<file path="src/rtl/i2c_burst_datapath.sv">
// I2C master burst datapath: START/RSTART/STOP and DATA_W-bit WRITE/READ frames with ACK,
// driven by a command handshake. Optional SCL clock stretching: define I2C_DP_CLK_STRETCH_EN.
module i2c_burst_datapath #(
    parameter int DATA_W    = 8,
    parameter int PRESC_W   = 8,
    parameter int MSB_FIRST = 1
) (
    input  logic               i2c_core_clock_i,
    input  logic               reset_bit_n_i,
    input  logic [PRESC_W-1:0] prescaler_i,
    input  logic               cmd_valid_i,
    input  logic [2:0]         cmd_op_i,
    input  logic [DATA_W-1:0]  cmd_data_i,
    input  logic               cmd_ack_i,
    output logic               cmd_ready_o,
    input  logic               sda_i,
    input  logic               scl_i,
    output logic               sda_o,
    output logic               scl_o,
    output logic [DATA_W-1:0]  rd_data_o,
    output logic               ack_rx_o,
    output logic               done_o,
    output logic               err_o,
    output logic               busy_o
);
    localparam int BIT_W = $clog2(DATA_W + 1);

    localparam logic [2:0] OP_START  = 3'd0;
    localparam logic [2:0] OP_WRITE  = 3'd1;
    localparam logic [2:0] OP_READ   = 3'd2;
    localparam logic [2:0] OP_STOP   = 3'd3;
    localparam logic [2:0] OP_RSTART = 3'd4;

    typedef enum logic [3:0] {
        ST_IDLE, ST_START, ST_BIT_LO, ST_BIT_HI, ST_ACK_LO, ST_ACK_HI,
        ST_STOP_LO, ST_STOP_HI, ST_STOP_END, ST_RS_LO, ST_RS_HI, ST_HOLD
    } state_t;

    state_t             state_r, state_s;
    logic [PRESC_W-1:0] cnt_r, cnt_s, p_r, p_s, presc_clamp_s;
    logic [BIT_W-1:0]   bit_r, bit_s;
    logic [DATA_W-1:0]  shift_r, shift_s, rd_data_r, rd_data_s;
    logic               is_rd_r, is_rd_s, ack_r, ack_s;
    logic               scl_r, scl_s, sda_r, sda_s;
    logic               ready_r, ready_s, done_r, done_s, err_r, err_s, busy_r, busy_s;
    logic               ack_rx_r, ack_rx_s;
    logic               hi_phase_s, stall_s, wrap_s, in_hold_s, tx_bit_s;

    // Shift one received bit into the frame register in transmission order.
    function automatic logic [DATA_W-1:0] shift_in(input logic [DATA_W-1:0] v, input logic b);
        logic [DATA_W-1:0] r;
        if (MSB_FIRST != 0) begin
            r    = v << 1;
            r[0] = b;
        end else begin
            r           = v >> 1;
            r[DATA_W-1] = b;
        end
        return r;
    endfunction

    assign presc_clamp_s = (prescaler_i < PRESC_W'(2)) ? PRESC_W'(2) : prescaler_i;
    assign hi_phase_s    = (state_r == ST_BIT_HI) || (state_r == ST_ACK_HI) ||
                           (state_r == ST_STOP_HI) || (state_r == ST_RS_HI);
    assign in_hold_s     = (state_r == ST_HOLD);
    assign tx_bit_s      = (MSB_FIRST != 0) ? shift_r[DATA_W-1] : shift_r[0];

`ifdef I2C_DP_CLK_STRETCH_EN
    // A slave holding SCL low keeps the high phase counter parked at zero.
    assign stall_s = hi_phase_s && (cnt_r == PRESC_W'(0)) && !scl_i;
`else
    logic scl_unused_s;
    assign scl_unused_s = scl_i;
    assign stall_s      = 1'b0;
`endif

    // Next-state, counters and bus drive for the command engine.
    always_comb begin
        state_s   = state_r;
        p_s       = (cnt_r == PRESC_W'(0)) ? presc_clamp_s : p_r;
        bit_s     = bit_r;
        shift_s   = shift_r;
        is_rd_s   = is_rd_r;
        ack_s     = ack_r;
        scl_s     = scl_r;
        sda_s     = sda_r;
        done_s    = 1'b0;
        err_s     = 1'b0;
        busy_s    = busy_r;
        rd_data_s = rd_data_r;
        ack_rx_s  = ack_rx_r;
        if (stall_s) begin
            wrap_s = 1'b0;
            cnt_s  = cnt_r;
        end else if (cnt_r == p_s) begin
            wrap_s = 1'b1;
            cnt_s  = PRESC_W'(0);
        end else begin
            wrap_s = 1'b0;
            cnt_s  = cnt_r + PRESC_W'(1);
        end

        case (state_r)
            ST_IDLE, ST_HOLD: begin
                cnt_s = PRESC_W'(0);
                if (cmd_valid_i && ready_r) begin
                    case (cmd_op_i)
                        OP_START: begin
                            if (in_hold_s) begin
                                state_s = ST_RS_LO;
                            end else begin
                                state_s = ST_START;
                                sda_s   = 1'b0;
                                busy_s  = 1'b1;
                            end
                        end
                        OP_WRITE, OP_READ: begin
                            if (in_hold_s) begin
                                state_s = ST_BIT_LO;
                                shift_s = cmd_data_i;
                                is_rd_s = (cmd_op_i == OP_READ);
                                ack_s   = cmd_ack_i;
                                bit_s   = BIT_W'(0);
                            end else begin
                                err_s = 1'b1;
                            end
                        end
                        OP_STOP: begin
                            if (in_hold_s) state_s = ST_STOP_LO;
                            else           err_s   = 1'b1;
                        end
                        OP_RSTART: begin
                            if (in_hold_s) state_s = ST_RS_LO;
                            else           err_s   = 1'b1;
                        end
                        default: err_s = 1'b1;
                    endcase
                end else begin
                    state_s = state_r;
                end
            end
            ST_START: begin
                if (wrap_s) begin
                    state_s = ST_HOLD;
                    scl_s   = 1'b0;
                    done_s  = 1'b1;
                end else begin
                    state_s = state_r;
                end
            end
            ST_BIT_LO: begin
                if (cnt_r == PRESC_W'(0)) sda_s = is_rd_r ? 1'b1 : tx_bit_s;
                else                      sda_s = sda_r;
                if (wrap_s) begin
                    state_s = ST_BIT_HI;
                    scl_s   = 1'b1;
                end else begin
                    state_s = state_r;
                end
            end
            ST_BIT_HI: begin
                if (wrap_s) begin
                    shift_s = shift_in(shift_r, sda_i);
                    bit_s   = bit_r + BIT_W'(1);
                    scl_s   = 1'b0;
                    state_s = (bit_r == BIT_W'(DATA_W - 1)) ? ST_ACK_LO : ST_BIT_LO;
                end else begin
                    state_s = state_r;
                end
            end
            ST_ACK_LO: begin
                if (cnt_r == PRESC_W'(0)) sda_s = is_rd_r ? ack_r : 1'b1;
                else                      sda_s = sda_r;
                if (wrap_s) begin
                    state_s = ST_ACK_HI;
                    scl_s   = 1'b1;
                end else begin
                    state_s = state_r;
                end
            end
            ST_ACK_HI: begin
                if (wrap_s) begin
                    if (is_rd_r) rd_data_s = shift_r;
                    else         ack_rx_s  = sda_i;
                    state_s = ST_HOLD;
                    scl_s   = 1'b0;
                    done_s  = 1'b1;
                end else begin
                    state_s = state_r;
                end
            end
            ST_STOP_LO: begin
                if (cnt_r == PRESC_W'(0)) sda_s = 1'b0;
                else                      sda_s = sda_r;
                if (wrap_s) begin
                    state_s = ST_STOP_HI;
                    scl_s   = 1'b1;
                end else begin
                    state_s = state_r;
                end
            end
            ST_STOP_HI: begin
                if (wrap_s) begin
                    state_s = ST_STOP_END;
                    sda_s   = 1'b1;
                end else begin
                    state_s = state_r;
                end
            end
            ST_STOP_END: begin
                if (wrap_s) begin
                    state_s = ST_IDLE;
                    busy_s  = 1'b0;
                    done_s  = 1'b1;
                end else begin
                    state_s = state_r;
                end
            end
            ST_RS_LO: begin
                if (cnt_r == PRESC_W'(0)) sda_s = 1'b1;
                else                      sda_s = sda_r;
                if (wrap_s) begin
                    state_s = ST_RS_HI;
                    scl_s   = 1'b1;
                end else begin
                    state_s = state_r;
                end
            end
            // The SDA fall with SCL high completes in ST_START, which then returns to HOLD.
            ST_RS_HI: begin
                if (wrap_s) begin
                    state_s = ST_START;
                    sda_s   = 1'b0;
                end else begin
                    state_s = state_r;
                end
            end
            default: begin
                state_s = ST_IDLE;
                scl_s   = 1'b1;
                sda_s   = 1'b1;
                busy_s  = 1'b0;
            end
        endcase
        ready_s = (state_s == ST_IDLE) || (state_s == ST_HOLD);
    end

    // State, datapath and registered output update.
    always_ff @(posedge i2c_core_clock_i or negedge reset_bit_n_i) begin
        if (!reset_bit_n_i) begin
            state_r   <= ST_IDLE;
            cnt_r     <= PRESC_W'(0);
            p_r       <= PRESC_W'(2);
            bit_r     <= BIT_W'(0);
            shift_r   <= DATA_W'(0);
            is_rd_r   <= 1'b0;
            ack_r     <= 1'b1;
            scl_r     <= 1'b1;
            sda_r     <= 1'b1;
            ready_r   <= 1'b1;
            done_r    <= 1'b0;
            err_r     <= 1'b0;
            busy_r    <= 1'b0;
            rd_data_r <= DATA_W'(0);
            ack_rx_r  <= 1'b1;
        end else begin
            state_r   <= state_s;
            cnt_r     <= cnt_s;
            p_r       <= p_s;
            bit_r     <= bit_s;
            shift_r   <= shift_s;
            is_rd_r   <= is_rd_s;
            ack_r     <= ack_s;
            scl_r     <= scl_s;
            sda_r     <= sda_s;
            ready_r   <= ready_s;
            done_r    <= done_s;
            err_r     <= err_s;
            busy_r    <= busy_s;
            rd_data_r <= rd_data_s;
            ack_rx_r  <= ack_rx_s;
        end
    end

    assign cmd_ready_o = ready_r;
    assign scl_o       = scl_r;
    assign sda_o       = sda_r;
    assign rd_data_o   = rd_data_r;
    assign ack_rx_o    = ack_rx_r;
    assign done_o      = done_r;
    assign err_o       = err_r;
    assign busy_o      = busy_r;
endmodule

</file>
<file path="config.mk">
export PLATFORM = sky130hd
export DESIGN_NAME = i2c_burst_datapath
export DESIGN_NICKNAME = d
export VERILOG_FILES = /design/src/rtl/i2c_burst_datapath.sv
export SDC_FILE = /design/constraint.sdc
export NUM_CORES = 1
export LEC_CHECK = 0
export BUFFER_PORTS_ARGS = -buffer_cell sky130_fd_sc_hd__buf_2
export CAP_MARGIN = 5
export CORE_MARGIN = 4
export CORE_UTILIZATION = 45
export CTS_CLUSTER_SIZE = 28
export DETAILED_ROUTE_END_ITERATION = 7
export PLACE_DENSITY = 0.74
export SLEW_MARGIN = 20
export SYNTH_ARGS = -nofsm -noshare
export SYNTH_HDL_FRONTEND = slang
export SYNTH_SLANG_ARGS = --single-unit
</file>
<file path="constraint.sdc">
create_clock -name i2c_core_clock_i -period 3.3 [get_ports i2c_core_clock_i]
set_clock_uncertainty 0.2 [all_clocks]
set_input_delay 0.33 -clock i2c_core_clock_i [delete_from_list [all_inputs] [get_ports i2c_core_clock_i]]
set_output_delay 0.33 -clock i2c_core_clock_i [all_outputs]
set_load 0.02 [all_outputs]
</file>
-- Yosys cells after proc, flatten, opt, wreduce, memory -nomap -nowiden
Index checks and enable logic that the tools add are counted.
- bits in registers: 49
- latch bits: 0
- RAM bits: 0
- memory bits (read-only): 0
- bits of input ports: 25
- output and inout port bits: 15
- word-level logic and storage cells: 134
- memories kept: 0
- add/subtract/negate cells: 2
- multipliers: 0
- div/mod/pow operators: 0
- $lt $le $gt $ge: 1
- equal/unequal tests: 33
- shift operators: 0
- muxes and demuxes: 55
- bitwise logic cells: 4
- reductions and logical operators: 24
- operators with widths (operator ; number):
    2-to-1 mux 4 bit ; 18
    2-to-1 mux 8 bit ; 8
    case mux 4 bit (10 select lines) ; 1
    inequality test 2 bit (second input constant) ; 11
    equality test 4 x 3 -> 1 bit (second input constant) ; 5
    equality test 4 bit (second input constant) ; 5
    2-to-1 mux 1 bit ; 20
    case mux 4 bit (4 select lines) ; 1
    case mux 8 bit (2 select lines) ; 1
    OR reduction 4 bit ; 3
    AND reduction 10 bit ; 1
    AND reduction 5 bit ; 2
    AND reduction 3 bit ; 3
    OR reduction 9 bit ; 1
    adder 8 x 1 -> 8 bit (second input constant) ; 1
    equality test 4 x 2 -> 1 bit (second input constant) ; 2
    equality test 8 bit ; 1
    logical NOT 4 bit ; 2
    logical NOT 8 bit ; 1
    less-than comparator 8 x 2 -> 1 bit (second input constant) ; 1
    inequality test 2 x 1 -> 1 bit (second input constant) ; 4
    case mux 1 bit (8 select lines) ; 1
    case mux 4 bit (2 select lines) ; 1
    equality test 3 x 2 -> 1 bit (second input constant) ; 2
    16 further kinds ; 23

-- Logic depth before layout (Yosys ltp)
Gate-level depths: netlist (run 1).
- depth in word-level cells: 9
- depth in mapped cells: 12
- mapped depth without buffers: 10

-- Least setup slack after synthesis (run 1)
Ideal clock, no wire load.
- path type: register to register
- start point: register cnt_r[0]
- end point: register bit_r[3]
- library setup time: 0.078 ns
- arrival time: 2.825 ns
- required time: 3.022 ns
- slack: 0.197 ns
- stages on the path, launching flop included: 13
- path buffers: 2
- period minus slack after synthesis: 3.103 ns
- cells stage by stage: dfrtp_1 inv_1 ha_1 or4b_4 nor2_1 buf_4 a211oi_1 a211oi_2 and3_1 buf_4 a41oi_4 or4_1 a21oi_1
- cells in the longest elaborated chain, start to end: 6
- ends and longest elaborated chain (element ; RTL line ; RTL):
    from (decl) ; 40 ; logic [PRESC_W-1:0] cnt_r, cnt_s, p_r, p_s, presc_clamp_s;
    from (signal assigned) ; 268 ; cnt_r <= cnt_s;
    logical NOT 8 bit ; 80 ; p_s = (cnt_r == PRESC_W'(0)) ? presc_clamp_s : p_r;
    2-to-1 mux 8 bit ; 80 ;
    equality test 8 bit (*) ; 95 ; end else if (cnt_r == p_s) begin
    2-to-1 mux 1 bit (*) ; 95 ;
    inequality test 2 bit (no source line) (*) ; - ;
    AND reduction 5 bit (no source line) (*) ; - ;
    to (signal assigned) ; 270 ; bit_r <= bit_s;
    to (decl) ; 41 ; logic [BIT_W-1:0] bit_r, bit_s;
Every way passes the cells marked *; elsewhere a longest branch is shown, timed or not.
A chain may end at the register's enable or synchronous reset.

-- Worst setup path after layout (run 1)
- start point: register cnt_r[0]
- end point: register shift_r[7]
- cells in the longest elaborated chain, start to end: 6
- ends and longest elaborated chain (element ; RTL line ; RTL):
    logical NOT 8 bit ; 80 ;
    2-to-1 mux 8 bit ; 80 ;
    equality test 8 bit (*) ; 95 ;
    2-to-1 mux 1 bit (*) ; 95 ;
    inequality test 2 bit (no source line) (*) ; - ;
    AND reduction 5 bit (no source line) (*) ; - ;
    to (signal assigned) ; 271 ; shift_r <= shift_s;
    to (decl) ; 42 ; logic [DATA_W-1:0] shift_r, shift_s, rd_data_r, rd_data_s;
Marks and branches as above.

==> results of run 1 <==
flip-flops by register name (all words and copies together), names as in the netlist:
register	flops
sda_o	1
ack_rx_o	1
is_rd_r	1
ack_r	1
shift_r	8
cmd_ready_o	1
cnt_r	8
p_r	8
scl_o	1
state_r	4
busy_o	1
bit_r	4
rd_data_o	8
done_o	1
err_o	1
power groups by stage:
stage               sequential, W  clock [W]  combinational (W)
finish                   0.000913   0.000435           0.000785
detailed placement       0.000919          0           0.000753
global placement         0.000915          0           0.000732
CTS                      0.000910   0.000447           0.000758
global route             0.000934   0.000475           0.000880
floorplan                0.000891          0           0.000556
through the flow:
| stage | area (um2) | TNS, ns | cells | hold WS [ns] | setup WS (ns) |
|---|---|---|---|---|---|
| 2_1_floorplan | 2780 | 0 | 297 | -0.166 | 0.197 |
| 3_3_place_gp | 3160 | 0 | 418 | 0.248 | 0.0294 |
| 3_5_place_dp | 3160 | -0.0834 | 418 | 0.247 | -0.0186 |
| 4_1_cts | 3290 | 0 | 428 | 0.0565 | 0.00000844 |
| 5_1_grt | 3340 | -0.353 | 430 | 0.0630 | -0.0535 |
| 6_report | 3340 | 0 | 430 | 0.0600 | 0.0850 |
cells in the final DEF, fill, tap and decap left out, types with 5 or more instances in the layout:
cell type / synthesis / routed
o21ai_0: 16 / 16
buf_2: 0 / 37
or2_2: 5 / 5
dfstp_2: 6 / 6
nor3_1: 6 / 5
nand3_1: 9 / 8
xnor2_1: 6 / 6
nand2_1: 54 / 54
nor2_1: 18 / 17
dfrtp_1: 43 / 43
mux2_2: 19 / 19
mux2i_1: 5 / 5
inv_1: 16 / 16
buf_4: 2 / 22
clkbuf_8: 0 / 5
a21oi_1: 15 / 15
routing by layer:
layer  track usage [%]  routed length (um)  up-vias  part of all wire (%)
li1                  -                   -     1172                     -
met1              23.5                2800     1120                    46
met2              27.9                2870       62                    47
met3              4.09                 318        7                   5.2
met4              5.67                 103        0                   1.7
met5                 0                   0        -                     0
final cells by class:
type,count,area [um2],area share [%]
Clock buffer,5,68.8,2.06
Clock inverter,3,46.3,1.39
Inverter,16,60.1,1.80
Timing Repair Buffer,61,370,11.1
Multi-Input combinational cell,221,1470,43.9
Tap cell,75,93.8,2.81
Sequential cell,49,1230,36.9
path summary, 6_finish.rpt:
check / slack, ns / cells past startpoint / endpoint
max: 0.08 / 10 / shift_r[7]
min: 0.06 / 3 / p_r[5]
max reg2reg: 0.08 / 10 / shift_r[7]
min reg2reg: 0.26 / 2 / ack_r
max in group asynchronous: 2.11 / 2 / state_r[2]
min in group asynchronous: 0.37 / 2 / cnt_r[5]
worst max-delay path, stage by stage, from the launching register on:
cell and delay [ns]:
dfrtp_1 0.38, inv_1 0.06, ha_2 0.17, or4b_4 0.49, a2111oi_4 0.26, o21ai_1 0.12, a211oi_2 0.35, and3_4 0.29
a41oi_4 0.19, nor2_4 0.22, mux2_2 0.36
cell families after synthesis:
family	Yosys count	share of synthesized area, %
multiplexers	24	9.51
flip-flops	49	44.5
AND/OR/NAND/NOR	120	21.2
buffers and inverters	28	4.06
AO/OA/AOI/OAI	66	17.2
adder cells (fa/ha/maj)	3	1.35
XOR/XNOR	7	2.21
repair_timing:
item / in CTS / in global routing
setup endpoints to repair: 10 / 21
pin swaps: 1 / 8
hold endpoints to repair: 1 / 43
gates resized for setup: 1 / 10
gates cloned: 1 / 0
hold buffers: 1 / 1
setup buffers: 0 / 1
==> results.cfg, run 1 <==
[worst_setup_path]
worstReg2RegStart = cnt_r[0]
critical_path_class = reg -> reg
cp_data_arrival_time_ns = 3.21
crit_path_start_kind = flip-flop
crit_start = cnt_r[0]
crit_required_ns = 3.30
critPathMaxFanout = 7
endpoint_kind = flip-flop

[pwr]
vdd_drop_max_uv = 302
power_frac_comb_pct = 36.8
power_leakage_nw = 1.57
p_clk_share_pct = 20.4
swShare_pct = 36.4
p_total_w = 0.00213
p_per_area_mw_per_mm2 = 638
internal-power_w = 0.00136
seqPwrFrac_pct = 42.8
switchingPower_w = 0.000776

[finish]
layout-drive-gt1-share_pct = 31.5
area_delta_synth_final_pct = 20.4
nets = 382
diodes = 0
n_fill_cell = 548
final_util_pct = 56.1

[global_routing]
antenna_found_initial = 0
grt_usage_pct = 17.5
grt_pass1_wl_mm = 10.5
grt_pass1_vias = 2283
grt_max_degree = 50
overflow = 0

[run]
cap_violations = 0

[yosys]
synth_area_leaders = dfrtp_1, mux2_2, nand2_1
synth_most_common_cell = nand2_1
synth_top_area_share_pct = 38.8
synth_ff_type = dfrtp_1
yosys_register_bits = 49
synthesis.area_mm2 = 0.00278
yosysSeqAreaShare_pct = 44.5
synthCells = 297
yosys.cell_types.count = 54
yosysWarnings = 0
yosys-top-cells-count = nand2_1, dfrtp_1, mux2_2
synthArstFlopShare_pct = 100
syn-num-nets = 325
synth_edf_count = 0
synth_top_area_cell = dfrtp_1
avgSynthCellArea_um2 = 9.34

[cts]
cts-root-buf = clkbuf_8
clkSlewWorstSetupHoldPaths_ns = 0.09
clk_latency_ns = 0.31
cts_buffer_depth = 2
cts_tree = yes
cts_sinks = 49
cts_buffers = 5
htree_levels = 2

[drt]
wl_per_cell_um = 14.2
firstDrtPassIters = 4
drc = 0
vias = 2361
drtIter0Drc = 108
routed_wl_mm = 6.09
ant_nets = 0
vias_per_cell = 5.49

[floorplan]
fp-row-count = 28
io_pins = 40
dieArea_mm2 = 0.00749
initial_core_util_pct = 46.6
fp.dieH_um = 86.5
core_mm2 = 0.00596
die_w_um = 86.5

[timing]
slew_violations = 0
finalCritPeriodShare_pct = 97.4
rsz0062_at_grt = true
min_period_ns = 3.22
fmax_ghz = 0.311
final_hold_viol_count = 0
setup_viol = 0
worst_pin_slew_ns = 0.638
relSlewSlack_pct = 57.2

[placement]
place_congestion = 0.868
hpwl_mm = 4.37
portBuffers = 38

[run_status]
outcome = finished, final reports clean

[hold_path]
hold_path.class = in -> reg
holdCritStartpoint = prescaler_i[5]
Power figures use the tool's default switching activity.
==> run 2: changes to the inputs <==
==> constraint.sdc (replaced) <==
create_clock -name i2c_core_clock_i -period 3.3 [get_ports i2c_core_clock_i]
set_clock_uncertainty 0.2 [all_clocks]
set_input_delay 0.165 -clock i2c_core_clock_i [delete_from_list [all_inputs] [get_ports i2c_core_clock_i]]
set_output_delay 0.165 -clock i2c_core_clock_i [all_outputs]
set_load 0.02 [all_outputs]
==> results.cfg, run 2 (synthesized netlist as in run 1, its figures left out) <==
[run_status]
outcome = finished, final reports clean

[timing]
fmax_ghz = 0.310
setup_viol = 0
rsz0062_at_grt = true
relSlewSlack_pct = 59.2
slew_violations = 0
worst_pin_slew_ns = 0.606
finalCritPeriodShare_pct = 97.6
final_hold_viol_count = 0
min_period_ns = 3.22
setup_tns_ns = 0

[finish]
area_delta_synth_final_pct = 26.8
nets = 401
diodes = 0
fin_cells = 449
stdcell_area_mm2 = 0.00352
layout-drive-gt1-share_pct = 30.2
layout_common_cells = nand2_1, dfrtp_1, buf_2
layout_commonest_cell = nand2_1

[worst_setup_path]
max_stage_delay_ns = 0.41
crit_required_ns = 3.30
r2r_setup_slack_ns = 0.08
cp_data_arrival_time_ns = 3.22
rr_worst_depth = 10
crit_chain = inv_1 -> ha_2 -> nor4b_4 -> a21boi_0 -> or3_1 -> a211oi_2 -> and3_4 -> a41oi_4 -> nor2_4 -> mux2_2
r2r-end = shift_r[0]
cp_slowest_cell = or3_1
critical_path_class = reg -> reg
crit_path_start_kind = flip-flop
cp_top_family = simple AND/OR/NAND/NOR gates
critPathMaxFanout = 6
worstReg2RegStart = cnt_r[0]
endpoint_kind = flip-flop
path_buf_inv = 1

[cts]
cts_sinks = 49
cts_buffer_depth = 2
cts-root-buf = clkbuf_8
cts_tree = yes
cts_buffers = 5
htree_levels = 2
clk_latency_ns = 0.30
clkSlewWorstSetupHoldPaths_ns = 0.10

[pwr]
vdd_drop_max_uv = 341
p_per_area_mw_per_mm2 = 600
p_total_w = 0.00211
power_leakage_nw = 1.66

[hold_path]
hold_path_depth = 3
holdCritStartpoint = cmd_valid_i
hold_path_end = err_o
hold_path.class = in -> reg

[floorplan]
dieArea_mm2 = 0.00749
fp-row-count = 28
core_mm2 = 0.00596
initial_core_util_pct = 46.6
io_pins = 40
die_w_um = 86.5
fp.dieH_um = 86.5

[drt]
wl_per_cell_um = 14.9
drt-met1-wl_mm = 2.96
dr_wl_met2_mm = 3.38
vias_per_cell = 5.56
drtIter0Drc = 122
drc = 0
route.met3.wl_um = 269
ant_nets = 0
top_layer_used = met4
routed_wl_mm = 6.70
firstDrtPassIters = 5
vias = 2498

[placement]
place_congestion = 0.854
portBuffers = 38
dpl_cell_area_mm2 = 0.00315
place_inst = 417
hpwl_mm = 4.60

[global_routing]
grt_pass1_wl_mm = 11.2
grt_usage_pct = 18.5
grt_pass1_vias = 2448
grt_max_degree = 50
antenna_found_initial = 0
overflow = 0

[run]
cap_violations = 0
run 2: changes by cell type in the layout (fill, tap and decap cells not counted), sizes merged:
cell | previous run | this run
buf | 59 | 60
bufinv | 1 | 0
clkinv | 1 | 3
clkinvlp | 1 | 0
dlygate4sd3 | 2 | 20
run 2: cell type report:
cell class / instances / area (um2)
Sequential cell: 49 / 1230
Multi-Input combinational cell: 221 / 1480
Clock inverter: 3 / 22.5
Inverter: 16 / 60.1
Clock buffer: 5 / 68.8
Fill cell: 521 / 2440
Tap cell: 75 / 93.8
Timing Repair Buffer: 80 / 558
run 2: stage by stage:
step / setup slack, ns / util [%] / hold slack (ns)
floorplan: 0.197 / - / -0.331
global placement: 0.0525 / 52.9 / 0.155
detailed placement: -0.0192 / 52.9 / 0.161
CTS: 0.00712 / 58.0 / 0.0264
global route: -0.114 / 59.1 / 0.0437
finish: 0.0777 / 59.1 / 0.0301
run 2: worst max-delay path by stage:
stage                  to     start  cells past startpoint
6_report       shift_r[0]  cnt_r[0]                     10
5_1_grt        shift_r[0]  cnt_r[0]                     10
2_1_floorplan    bit_r[3]  cnt_r[0]                     12
3_5_place_dp   shift_r[6]  cnt_r[0]                     10
4_1_cts          bit_r[3]  cnt_r[0]                     10
3_3_place_gp   shift_r[1]  cnt_r[0]                     10
run 2: power breakdown:
part | internal (W) | switching [W]
Clock | 0.000151 | 0.000209
Combinational | 0.000383 | 0.000446
Sequential | 0.000769 | 0.000152
run 2: worst register-to-register path, stage by stage (launching register included):
cell,delay (ns)
dfrtp_1,0.39
inv_1,0.06
ha_2,0.18
nor4b_4,0.28
a21boi_0,0.22
or3_1,0.41
a211oi_2,0.31
and3_4,0.29
a41oi_4,0.19
nor2_4,0.24
mux2_2,0.36
run 2: metal layers:
metal	GRT usage, %	vias to the layer above
met3	4.37	10
met2	31.8	71
met4	4.11	0
met1	23.8	1204
met5	0	-
li1	-	1213
run 2: timing repair:
item / 4_1_cts / 5_1_grt
pin swaps: 0 / 5
gates cloned: 1 / 0
setup endpoints to repair: 9 / 22
hold endpoints to repair: 61 / 0
resized for setup: 1 / 11
hold buffers: 20 / 0
buffers inserted: 1 / 2
==> run 3: changes to the inputs <==
- MAX_ROUTING_LAYER: default -> met4
==> results.cfg, run 3 (synthesized netlist as in run 1, its figures left out) <==
[run_status]
outcome = finished, final reports clean

[global_routing]
antenna_found_initial = 0
overflow = 0
grt_use_met2_pct = 31.8
grt_use_met1_pct = 24.0
grt_max_degree = 50
grt_pass1_wl_mm = 11.2
grt_pass1_vias = 2451
met3_usage_pct = 2.95
top_usage_layer = met2
grt_usage_pct = 19.0

[worst_setup_path]
crit_chain = inv_1 -> ha_2 -> nor4b_4 -> a21boi_0 -> or3_1 -> a211oi_2 -> and3_4 -> a41oi_4 -> nor2_4 -> mux2_2
critPathCapture = shift_r[0]
r2r_setup_slack_ns = 0.08
r2r-end = shift_r[0]
worstReg2RegStart = cnt_r[0]
endpoint_kind = flip-flop
critPathMaxFanout = 6
critical_path_class = reg -> reg
max_stage_delay_ns = 0.41
crit_path_start_kind = flip-flop
crit_required_ns = 3.30
crit_start = cnt_r[0]
cp_slowest_cell = or3_1
cp_top_family = simple AND/OR/NAND/NOR gates
cp_data_arrival_time_ns = 3.22
path_buf_inv = 1
rr_worst_depth = 10
crit_cells = 10

[finish]
nets = 401
area_delta_synth_final_pct = 26.8
layout_common_cells = nand2_1, dfrtp_1, buf_2
diodes = 0
final_util_pct = 59.1
n_fill_cell = 521
layout-drive-gt1-share_pct = 30.2
stdcell_area_mm2 = 0.00352
layout_commonest_cell = nand2_1

[placement]
dpl_cell_area_mm2 = 0.00315
place_congestion = 0.868
hpwl_mm = 4.60
portBuffers = 38
pre_cts_slack_ns = -0.0192

[drt]
firstDrtPassIters = 4
ant_nets = 0
wl_per_cell_um = 15.0
drc = 0
drtIter0Drc = 113
vias = 2505
routed_wl_mm = 6.73
vias_per_cell = 5.58

[floorplan]
initial_core_util_pct = 46.6
fp.dieH_um = 86.5
die_w_um = 86.5
fp-row-count = 28
io_pins = 40
dieArea_mm2 = 0.00749
core_mm2 = 0.00596

[run]
cap_violations = 0

[timing]
worst_pin_slew_ns = 0.605
min_period_ns = 3.22
rsz0062_at_grt = true
finalCritPeriodShare_pct = 97.5
slew_violations = 0
setup_tns_ns = 0
fmax_ghz = 0.311
final_hold_viol_count = 0
setup_ws_ns = 0.0820
holdWs_ns = 0.0324
setup_viol = 0
relSlewSlack_pct = 59.3

[cts]
cts_buffer_depth = 2
cts_tree = yes
clk_latency_ns = 0.31
htree_levels = 2
cts_buffers = 5
clkSlewWorstSetupHoldPaths_ns = 0.10
cts-root-buf = clkbuf_8
cts_sinks = 49

[hold_path]
hold_path.class = in -> reg

[pwr]
p_per_area_mw_per_mm2 = 600
power_leakage_nw = 1.66
vdd_drop_max_uv = 343
## run 3: cell type report
| class | instances | area [um2] | share of cell area (%) |
|---|---|---|---|
| multi-input combinational | 221 | 1480 | 42.1 |
| sequential | 49 | 1230 | 35.1 |
| timing repair buffer | 80 | 558 | 15.9 |
| tap | 75 | 93.8 | 2.67 |
| clock buffer | 5 | 68.8 | 1.96 |
| inverter | 16 | 60.1 | 1.71 |
| clock inverter | 3 | 22.5 | 0.640 |
## run 3: worst min path at each step
stage	from	to	slack, ns	cells past startpoint
4_1_cts	prescaler_i[1]	p_r[1]	0.03	3
3_3_place_gp	cmd_ack_i	ack_r	0.15	3
3_5_place_dp	cmd_ack_i	ack_r	0.16	3
5_1_grt	cmd_valid_i	err_o	0.05	3
2_1_floorplan	reset_bit_n_i	bit_r[0]	-0.33	0
6_report	cmd_valid_i	err_o	0.03	3
## run 3: worst min-delay path, stage by stage
cell       delay (ns)
buf_2            0.09
nand2_1          0.15
a2111oi_0        0.09
## run 3: layer usage
metal / share of wire [%] / up-vias / routed length, um
li1: - / 1209 / -
met1: 44 / 1215 / 2990
met2: 51 / 68 / 3400
met3: 3.5 / 13 / 236
met4: 1.4 / 0 / 95
met5: 0 / - / 0
## run 3: per-stage QoR
| stage | total power, W | std cells |
|---|---|---|
| after CTS | 0.00208 | 447 |
| after global routing | 0.00227 | 449 |
| final | 0.00211 | 449 |
| after detailed placement | 0.00170 | 417 |
| after global placement | 0.00166 | 417 |
| after floorplan | 0.00145 | 297 |
## run 3: power breakdown
part / internal (W) / switching (W) / leakage (nW) / total [W]
clock network: 0.000151 / 0.000212 / 0.0481 / 0.000363
logic: 0.000383 / 0.000446 / 0.998 / 0.000829
registers: 0.000769 / 0.000151 / 0.610 / 0.000920
total: 0.00130 / 0.000808 / 1.66 / 0.00211
## run 3: repair_timing
item                                   in CTS  in global routing
endpoints found under the hold margin      61                  0
setup endpoints to repair                   9                 22
cloned                                      1                  0
resized for setup                           1                 11
pin swaps                                   0                  5
hold buffers                               20                  0
setup buffers                               1                  2
